$ cat src/rtl/noc_pkg.sv
// Shared NoC definitions: flit field layout, flit type codes, one-hot output
// port encoding and the input-stage FSM state type.
package noc_pkg;

    localparam int COORD_W = 2;
    localparam int PORT_W  = 5;

    localparam int TYPE_MSB = 7;
    localparam int TYPE_LSB = 6;
    localparam int DX_MSB   = 3;
    localparam int DX_LSB   = 2;
    localparam int DY_MSB   = 1;
    localparam int DY_LSB   = 0;

    localparam logic [1:0] FLIT_BODY   = 2'b00;
    localparam logic [1:0] FLIT_HEAD   = 2'b01;
    localparam logic [1:0] FLIT_TAIL   = 2'b10;
    localparam logic [1:0] FLIT_SINGLE = 2'b11;

    localparam logic [PORT_W-1:0] PORT_L = 5'b00001;
    localparam logic [PORT_W-1:0] PORT_N = 5'b00010;
    localparam logic [PORT_W-1:0] PORT_E = 5'b00100;
    localparam logic [PORT_W-1:0] PORT_S = 5'b01000;
    localparam logic [PORT_W-1:0] PORT_W_ = 5'b10000;

    typedef enum logic [1:0] {
        ST_IDLE,
        ST_FETCH,
        ST_SEND
    } state_t;

endpackage

$ cat src/rtl/noc_xy_route_calc.sv
// Dimension-ordered XY route decision: resolve X first, then Y, else Local.
// Purely combinational so every input port of the router can share the same block.
module noc_xy_route_calc
    import noc_pkg::*;
(
    input  logic [COORD_W-1:0] dest_x,
    input  logic [COORD_W-1:0] dest_y,
    input  logic [COORD_W-1:0] cur_x,
    input  logic [COORD_W-1:0] cur_y,
    output logic [PORT_W-1:0]  port
);

    always_comb begin
        if (dest_x > cur_x) begin
            port = PORT_E;
        end else if (dest_x < cur_x) begin
            port = PORT_W_;
        end else if (dest_y > cur_y) begin
            port = PORT_N;
        end else if (dest_y < cur_y) begin
            port = PORT_S;
        end else begin
            port = PORT_L;
        end
    end

endmodule

$ cat src/rtl/noc_xy_route_unit.sv
// Router input-port stage: pops flits from the port FIFO, XY-routes each head
// flit, locks that port for the packet and hands flits to the crossbar on valid/ready.
module noc_xy_route_unit
    import noc_pkg::*;
#(
    parameter int FLIT_W = 8,
    parameter int CUR_X  = 0,
    parameter int CUR_Y  = 0
) (
    input  logic              clk,
    input  logic              rst,
    input  logic [FLIT_W-1:0] fifo_data,
    input  logic              fifo_empty,
    output logic              fifo_read,
    output logic [FLIT_W-1:0] out_data,
    output logic              out_valid,
    input  logic              out_ready,
    output logic [PORT_W-1:0] out_port,
    output logic              busy,
    output logic              err
);

    localparam logic [COORD_W-1:0] CUR_X_C = COORD_W'(CUR_X);
    localparam logic [COORD_W-1:0] CUR_Y_C = COORD_W'(CUR_Y);

    state_t              state_q;
    state_t              state_d;
    logic [FLIT_W-1:0]   flit_q;
    logic [PORT_W-1:0]   lock_q;
    logic                busy_q;
    logic                err_q;
    logic [PORT_W-1:0]   route;
    logic [1:0]          in_type;
    logic [1:0]          flit_type;
    logic                in_head;
    logic                flit_tail;

    assign in_type   = fifo_data[TYPE_MSB:TYPE_LSB];
    assign flit_type = flit_q[TYPE_MSB:TYPE_LSB];
    assign in_head   = (in_type == FLIT_HEAD) || (in_type == FLIT_SINGLE);
    assign flit_tail = (flit_type == FLIT_TAIL) || (flit_type == FLIT_SINGLE);

    noc_xy_route_calc u_route_calc (
        .dest_x (fifo_data[DX_MSB:DX_LSB]),
        .dest_y (fifo_data[DY_MSB:DY_LSB]),
        .cur_x  (CUR_X_C),
        .cur_y  (CUR_Y_C),
        .port   (route)
    );

    // NOTE: sequential state uses non-blocking assignments so every register
    // samples pre-edge values, independent of process ordering.
    always_ff @(posedge clk) begin
        if (!rst) begin
            state_q <= ST_IDLE;
        end else begin
            state_q <= state_d;
        end
    end

    always_comb begin
        // NOTE: default first, so every path assigns and no latch is inferred.
        state_d = state_q;
        case (state_q)
            ST_IDLE:  if (!fifo_empty) state_d = ST_FETCH;
            ST_FETCH: state_d = (in_head || busy_q) ? ST_SEND : ST_IDLE;
            ST_SEND:  if (out_ready) state_d = fifo_empty ? ST_IDLE : ST_FETCH;
            default:  state_d = ST_IDLE;
        endcase
    end

    always_comb begin
        fifo_read = 1'b0;
        out_valid = 1'b0;
        case (state_q)
            ST_IDLE: fifo_read = !fifo_empty;
            ST_SEND: begin
                out_valid = 1'b1;
                fifo_read = out_ready && !fifo_empty;
            end
            default: ;
        endcase
    end

    // Flit register, route lock, packet-in-progress flag and error pulse.
    always_ff @(posedge clk) begin
        if (!rst) begin
            flit_q <= '0;
            lock_q <= '0;
            busy_q <= 1'b0;
            err_q  <= 1'b0;
        end else begin
            err_q <= 1'b0;
            case (state_q)
                ST_FETCH: begin
                    if (in_head) begin
                        flit_q <= fifo_data;
                        lock_q <= route;
                        busy_q <= 1'b1;
                        err_q  <= busy_q;   // head arriving inside a packet: tail was lost
                    end else if (busy_q) begin
                        flit_q <= fifo_data;
                    end else begin
                        err_q  <= 1'b1;     // body/tail with no open packet is dropped
                    end
                end
                ST_SEND: begin
                    if (out_ready && flit_tail) busy_q <= 1'b0;
                end
                default: ;
            endcase
        end
    end

    assign out_data = flit_q;
    assign out_port = lock_q;
    assign busy     = busy_q;
    assign err      = err_q;

endmodule

$ cat config.mk
export PLATFORM = sky130hd
export DESIGN_NAME = noc_xy_route_unit
export DESIGN_NICKNAME = d
export VERILOG_FILES = /design/src/rtl/noc_pkg.sv /design/src/rtl/noc_xy_route_calc.sv /design/src/rtl/noc_xy_route_unit.sv
export SDC_FILE = /design/constraint.sdc
export NUM_CORES = 1
export LEC_CHECK = 0
export ABC_AREA = 0
export ABC_CLOCK_PERIOD_IN_PS = 1400
export BUFFER_PORTS_ARGS = -buffer_cell sky130_fd_sc_hd__clkbuf_2
export CELL_PAD_IN_SITES_DETAIL_PLACEMENT = 0
export CELL_PAD_IN_SITES_GLOBAL_PLACEMENT = 1
export CORE_UTILIZATION = 36
export CTS_CLUSTER_DIAMETER = 150
export CTS_CLUSTER_SIZE = 40
export DETAILED_ROUTE_END_ITERATION = 7
export PLACE_DENSITY = 0.78
export RECOVER_POWER = 100
export SLEW_MARGIN = 40
export SYNTH_ARGS = -nofsm -noshare
export SYNTH_HDL_FRONTEND = slang
export SYNTH_HIERARCHICAL = 1
export SYNTH_SLANG_ARGS = --single-unit
$ cat constraint.sdc
create_clock -name clk -period 1.4 [get_ports clk]
set_clock_uncertainty 0.15 [all_clocks]
set_input_delay 0.07 -clock clk [delete_from_list [all_inputs] [get_ports clk]]
set_output_delay 0.07 -clock clk [all_outputs]
set_load 0.01 [all_outputs]
# Word level (Yosys, flattened, before mapping)
# Cells that the tools add are included.
# totals
ff_bits	17
input_bits	12
output_inout_bits	17
wordCells	51
# classes
order_cmp	4
eq_ne	10
n_mux	18
n_reduce_logical	14
# ops
operator	n
$mux 8	2
$mux 5	3
$eq 2x2->1 const B	4
$ne 2x2->1 const B	4
$reduce_and 2->1	4
$mux 1	6
$mux 2	3
$pmux 2 s3	1
$eq 2x1->1 const B	2
$gt 2x1->1 const B	2
$lt 2x1->1 const B	2
$mux 4	1
$pmux 1 s2	2
$reduce_bool 2->1	2
$logic_or 1x1->1	3
$reduce_and 3->1	1
$logic_and 1x1->1	2
$logic_not 2->1	1
$logic_not 1->1	1

# Depth between registers and ports, before layout
# Gate-level depths: netlist of the first run.
# depth
depth_word	5
depth_mapped	6
ltp_nobuf	6

# Hierarchy
# Netlist of the first run, hierarchy kept.
# modules_own_cells
mod	instances	cells_each	area_per_inst_um2	seq_area_each_um2
noc_xy_route_unit	1	78	721.9	340.3
noc_xy_route_calc	1	20	178.9	0.0

# Worst setup path after synthesis of the first run
# Ideal clock, no wire load.
# synth_path
path_type	register to register
from	register busy_q (netlist: busy)
to	register flit_q[0] (netlist: out_data[0])
setup_time_ps	72
arrival_ps	1120
required_time_ps	1178
setup_slack_ps	58
stages_incl_launch_ff	6
path_buffers	1
cell_sequence	dfxtp_1 > inv_1 > ha_1 > nor3b_2 > buf_4 > mux2i_1
# synth_between
elab_chain_len	2
# synth_lines
element	line_no	text
start: declaration	noc_xy_route_unit.sv:30	logic busy_q;
start signal: assignment	noc_xy_route_unit.sv:90	busy_q <= 1'b0;
start signal: assignment	noc_xy_route_unit.sv:99	busy_q <= 1'b1;
start signal: assignment	noc_xy_route_unit.sv:108	if (out_ready && flit_tail) busy_q <= 1'b0;
$reduce_bool 2->1 (no source line)	-	
$reduce_and 2->1 (no source line)	-	
end signal: assignment	noc_xy_route_unit.sv:97	flit_q <= fifo_data;
end signal: assignment	noc_xy_route_unit.sv:102	flit_q <= fifo_data;
end: declaration	noc_xy_route_unit.sv:28	logic [FLIT_W-1:0] flit_q;
# No other way between the ends.
# A chain may end at the register's enable or synchronous reset.

# Worst setup path in the final report of the first run
# layout_path
from	register busy_q (netlist: busy)
to	register flit_q[3] (netlist: out_data[3])
# The elaborated chain is that of the path after synthesis.

==> impl_metrics.toml, run 1 <==
[detailed_routing]
wirelength_um = 1890
drc = 0
vias = 794
first_iter_violations = 6
drt_pass1_iterations = 2
ant_nets = 0
via_per_inst = 4.64
routedWlPerCell_um = 11.1

[floorplan]
initial_core_util_pct = 39.6
boundaryPins = 29
die_area_um2 = 2710
fp.dieW_um = 52.0
die_h_um = 52.0
rows = 17
placeableCoreArea_um2 = 2280

[power_and_ir_drop]
power_density_nw_per_um2 = 803
totalPowerFinal_w = 0.000974
power_frac_clock_pct = 26.4
seq_power_share_pct = 52.6
sw_frac_of_total_pct = 26.8
peakVddDrop_uv = 487
power_leakage_nw = 0.493
netSwitchingPower_w = 0.000261
power_frac_comb_pct = 21.0
p_int_w = 0.000713

[synthesis]
syn_area_um2 = 901
seq_area_frac_synth_pct = 37.8
synthTopCellsByArea = "dfxtp_1, mux2i_1, nand2_1"
yosys_warnings = 6
async_flop_share_pct = 0
synth.avg_cell_area_um2 = 9.19
synth-seq-cells = 17
synth_most_common_cell = "nand2_1"
ys_types = 27
netlist.area_leader.share_pct = 37.8
synthFlopType = "dfxtp_1"
synth-edff-count = 0
synth_top_area_cell = "dfxtp_1"
syn_inst = 98
synth_commonest_cells = "nand2_1, dfxtp_1, mux2i_1, inv_1, ha_1"

[grt]
track_usage_pct = 15.8
grt_max_degree = 18
grt_pass1_vias = 752
antenna_found_initial = 0
grt_pass1_wl_um = 3110
grt-ovfl-total = 0

[worst_setup_path]
cp-endpoint = "out_data[3]$_SDFFE_PN0P_"
r2r-end = "out_data[3]$_SDFFE_PN0P_"
crit_type = "flop to flop"
reg2reg_from = "busy$_SDFFE_PN0P_"
reg2reg_slack_ns = 0.07
reg2reg_depth = 5
startpoint_type = "flop"
startpoint = "busy$_SDFFE_PN0P_"
cp_data_required_time_ns = 1.46
end_kind = "flop"
path_max_fanout = 7
cp_data_arrival_time_ns = 1.39

[finish]
fin_cells = 171
regArea_um2 = 342
final_util_pct = 53.3
drive_gt1_share_pct = 20.3
fill_cells = 216
area_growth_pct = 34.7
layout.nets = 161
diodes = 0
multi_input_area_um2 = 515

[hold_path]
whs_path_depth = 4
hp-class = "input pin to flop"

[timing]
worst_hold_slack_ns = 0.0252
rsz0062_at_grt = "false"
fin_crit_ns = 1.33
tns_ns = 0
fin_crit_sh_pct = 94.9
hold_violations = 0
slew_violations = 0
fmax_mhz = 753
setup_viol = 0

[clock_tree]
cts.reportedPaths.clkPinSlew_ns = 0.10
cts_setup_buffers = 0
clock_path_buffers = 2
cts_made_buffers = 3
cts_root_buffer = "clkbuf_4"
clock_latency_ns = 0.28
htree_levels = 1
cts_tree = "done"
cts.sinks = 17

[place]
post-dp-hpwl_um = 1400
port_buffers = 28
place.gp.congestion = 0.719
dp.cells = 156

[outcome]
status = "finished, final reports clean"

[job]
drv_cap = 0
-- kinds of logic after synthesis --
family / Yosys count / synth area share, %
and+or+nand+nor: 41 / 23.9
other: 1 / 0.416
adders and majority gates: 5 / 6.94
muxes: 13 / 14.4
buffers and inverters: 14 / 7.36
AOI/OAI and AO/OA: 7 / 9.17
DFF: 17 / 37.8
-- placed cells by master, fill, tap and decap left out --
cell type / synthesis / layout
and3b_2: 0 / 1
nand2_1: 28 / 28
nor2_1: 1 / 1
o21a_1: 2 / 2
dlygate4sd3_1: 0 / 11
nand2b_4: 1 / 1
a2111oi_0: 1 / 1
nand2_2: 1 / 1
buf_4: 1 / 2
ha_2: 0 / 1
conb_1: 1 / 4
buf_6: 1 / 1
nor4b_1: 2 / 2
ha_1: 5 / 4
nor2b_1: 2 / 2
o2bb2ai_1: 1 / 1
clkbuf_4: 0 / 3
clkbuf_1: 1 / 17
nor2b_2: 1 / 1
dfxtp_2: 0 / 1
and4b_1: 1 / 1
inv_1: 9 / 9
nor3b_1: 1 / 1
clkbuf_2: 0 / 13
dfxtp_1: 17 / 16
and2_4: 1 / 1
a2111oi_4: 1 / 1
a2111oi_2: 1 / 1
nor3b_4: 0 / 1
mux2i_1: 13 / 13
a211oi_1: 1 / 1
-- power groups by stage --
stage	clock (W)	sequential, W	combinational [W]
4_1_cts	0.000272	0.000512	0.000206
3_5_place_dp	0	0.000523	0.000181
5_1_grt	0.000300	0.000516	0.000225
2_1_floorplan	0	0.000528	0.000119
3_3_place_gp	0	0.000522	0.000176
6_report	0.000257	0.000512	0.000205
-- per-stage QoR --
step / worst slack [ns] / instance area, um2
floorplan: 0.0581 / 912
global placement: 0.0305 / 1080
detailed placement: -0.00561 / 1080
CTS: 0.00125 / 1230
global route: 0.00829 / 1210
finish: 0.0712 / 1210
-- state kept, by name (all words and copies together) (netlist names) --
signal    count
busy          1
out_port      5
err           1
out_data      8
state_q       2
-- metal layers --
layer,global-route usage (%),wire length [um]
met5,0,0
met4,9.46,27
met3,1.17,70
met2,26.9,922
met1,19.1,871
-- timing repair --
item,4_1_cts,5_1_grt
hold buffers,11,0
pin swaps,1,2
setup endpoints to repair,5,9
hold endpoints to repair,11,0
resized for setup,3,2
-- worst max-delay path: stages (launching register included) --
cell     delay (ns)
dfxtp_2        0.33
inv_1          0.05
ha_2           0.18
nor3b_4        0.19
buf_6          0.17
mux2i_1        0.19
-- worst min path at each step --
stage	start	to	slack [ns]
global route	fifo_data[6]	err$_SDFF_PN0_	0.02
CTS	fifo_data[6]	err$_SDFF_PN0_	-0.01
finish	fifo_data[6]	err$_SDFF_PN0_	0.03
detailed placement	fifo_empty	state_q[0]$_SDFFE_PN0P_	0.12
floorplan	fifo_empty	state_q[0]$_SDFFE_PN0P_	0.01
global placement	fifo_empty	state_q[0]$_SDFFE_PN0P_	0.11
-- layout make-up --
cell class	instances	share of cell area, %
clock buffer	4	2.16
inverter	9	2.78
multi-input combinational	70	42.5
sequential	17	28.1
tap	28	2.89
timing repair buffer	43	21.5
Power figures use the tool's default switching activity.
==> run 2, diff against run 1 <==
--- a/config.mk
+++ b/config.mk
@@ -10,6 +10,7 @@
 export BUFFER_PORTS_ARGS = -buffer_cell sky130_fd_sc_hd__clkbuf_2
 export CELL_PAD_IN_SITES_DETAIL_PLACEMENT = 0
 export CELL_PAD_IN_SITES_GLOBAL_PLACEMENT = 1
+export CORE_MARGIN = 3
 export CORE_UTILIZATION = 36
 export CTS_CLUSTER_DIAMETER = 150
 export CTS_CLUSTER_SIZE = 40
==> run 2 against run 1 <==
First-iteration DRC count rose to 2.5 times the previous value; global-route usage is 3.2 points lower; highest routed layer unchanged; flip-flop and latch count unchanged; largest power group unchanged; largest cell class unchanged; clock power rose by 5%; maximum frequency is 1.9% lower; critical endpoint is now out_valid; setup slack worse by 0.025 ns; routed wire length is 2.4% higher; register-to-register slack about the same; hold slack improved by 0.019 ns; final cell count did not move.
==> impl_metrics.toml, run 2 (same netlist as run 1, synthesis figures left out) <==
[power_and_ir_drop]
power_density_nw_per_um2 = 804
peakVddDrop_uv = 354
power_leakage_nw = 0.498
totalPowerFinal_w = 0.000995

[detailed_routing]
drc = 0
first_iter_violations = 15
ant_nets = 0
via_per_inst = 4.52
routedWlPerCell_um = 11.3
vias = 773
drt_pass1_iterations = 4
wirelength_um = 1940

[outcome]
status = "finished, final reports clean"

[floorplan]
initial_core_util_pct = 39.2
placeableCoreArea_um2 = 2300
die_h_um = 56.0
fp.dieW_um = 56.0
rows = 17
boundaryPins = 29
die_area_um2 = 3140

[clock_tree]
cts_root_buffer = "clkbuf_4"
cts_made_buffers = 3
cts.sinks = 17
clock_latency_ns = 0.29
clock_path_buffers = 2
htree_levels = 1
cts.reportedPaths.clkPinSlew_ns = 0.11
cts_tree = "done"
cts_setup_buffers = 0

[hold_path]
hold_start = "fifo_data[6]"
min_to = "err$_SDFF_PN0_"
whs_path_depth = 4
hp-class = "input pin to flop"

[grt]
grt_pass1_vias = 737
antenna_found_initial = 0
grt_pass1_wl_um = 3170
track_usage_pct = 12.5
grt-ovfl-total = 0
grt_max_degree = 17

[timing]
setup_viol = 0
slew_violations = 0
setup_ws_ns = 0.0460
fmax_mhz = 739
fin_crit_sh_pct = 96.7
fin_crit_ns = 1.35
hold_violations = 0

[place]
port_buffers = 28
place.gp.congestion = 0.751
pre_cts_ws_ns = -0.0207
post-dp-hpwl_um = 1370
dp.cells = 157

[finish]
diodes = 0
area_growth_pct = 37.4
layout.nets = 161
final_util_pct = 53.9
mostFrequentLayoutCell = "nand2_1"
largest_reg_flops = 8
final_cell_mix = "nand2_1, dfxtp_1, clkbuf_1"
fin_cells = 171
drive_gt1_share_pct = 22.4

[worst_setup_path]
startpoint_type = "flop"
cp_data_required_time_ns = 1.18
worst-path-buf-inv = 1
reg2reg_depth = 5
cp_data_arrival_time_ns = 1.13
crit_family = "flip-flops"
reg2reg_slack_ns = 0.07
r2r-end = "out_data[2]$_SDFFE_PN0P_"
path_cells = "nor2b_1 > clkbuf_2"
reg2reg_from = "busy$_SDFFE_PN0P_"
cpPeakStageDelay_ns = 0.53
crit_type = "flop to output pin"
cpMaxStageDelayCell = "dfxtp_1"
end_kind = "output pin"
path_max_fanout = 8
worstSetupPathDepth = 2

[job]
drv_cap = 0
[run 2: timing repair]
| action | CTS | global route |
|---|---|---|
| hold buffers | 10 | 1 |
| endpoints found under the setup margin | 0 | 7 |
| gates resized for setup | 0 | 9 |
| endpoints found under the hold margin | 11 | 1 |
[run 2: layout make-up]
| type | count | area [um2] |
|---|---|---|
| repair buffers | 43 | 267 |
| flip-flops and latches | 17 | 342 |
| clock buffers | 3 | 22.5 |
| multi-input cells | 70 | 531 |
| clock inverters | 1 | 7.51 |
| well taps | 28 | 35.0 |
| inverters | 9 | 33.8 |
| fillers | 213 | 1060 |
[run 2: how the worst max path moves through the flow]
| stage | startpoint | end | slack [ns] |
|---|---|---|---|
| finish | state_q[1]$_SDFFE_PN0P_ | out_valid | 0.05 |
| global route | state_q[0]$_SDFFE_PN0P_ | out_data[2]$_SDFFE_PN0P_ | -0.005 |
| CTS | busy$_SDFFE_PN0P_ | out_data[2]$_SDFFE_PN0P_ | 0.02 |
| detailed placement | fifo_data[0] | out_port[1]$_SDFFE_PN0P_ | -0.02 |
| global placement | fifo_data[0] | out_port[1]$_SDFFE_PN0P_ | 0.02 |
| floorplan | busy$_SDFFE_PN0P_ | out_data[0]$_SDFFE_PN0P_ | 0.06 |
[run 2: tightest hold or removal path, delay by kind of cell]
| kind | cells | cell delay [ns] |
|---|---|---|
| adder cells (fa/ha/maj) | 1 | 0.14 |
| buffers and inverters | 2 | 0.20 |
| AND/OR/NAND/NOR | 1 | 0.04 |
[run 2: per-stage QoR]
step                hold slack, ns  TNS (ns)  cell area [um2]
floorplan                  0.00969         0              912
global placement             0.126         0             1090
detailed placement           0.127   -0.0207             1090
CTS                         -0.127         0             1220
global route                0.0436   -0.0109             1240
finish                      0.0440         0             1240
[run 2: metal layers]
metal  track usage, %  up-vias  share of wire [%]
met4             5.08        0               0.83
li1                 -      413                  -
met3             2.32        2                5.2
met1             16.3      340                 46
met2             20.2       18                 48
met5                0        -                  0
[run 2: power by group]
group	leakage, nW	internal (W)	switching (W)
sequential	0.138	0.000500	0.0000135
clock	0.0139	0.000108	0.000162
combinational	0.345	0.000108	0.000103
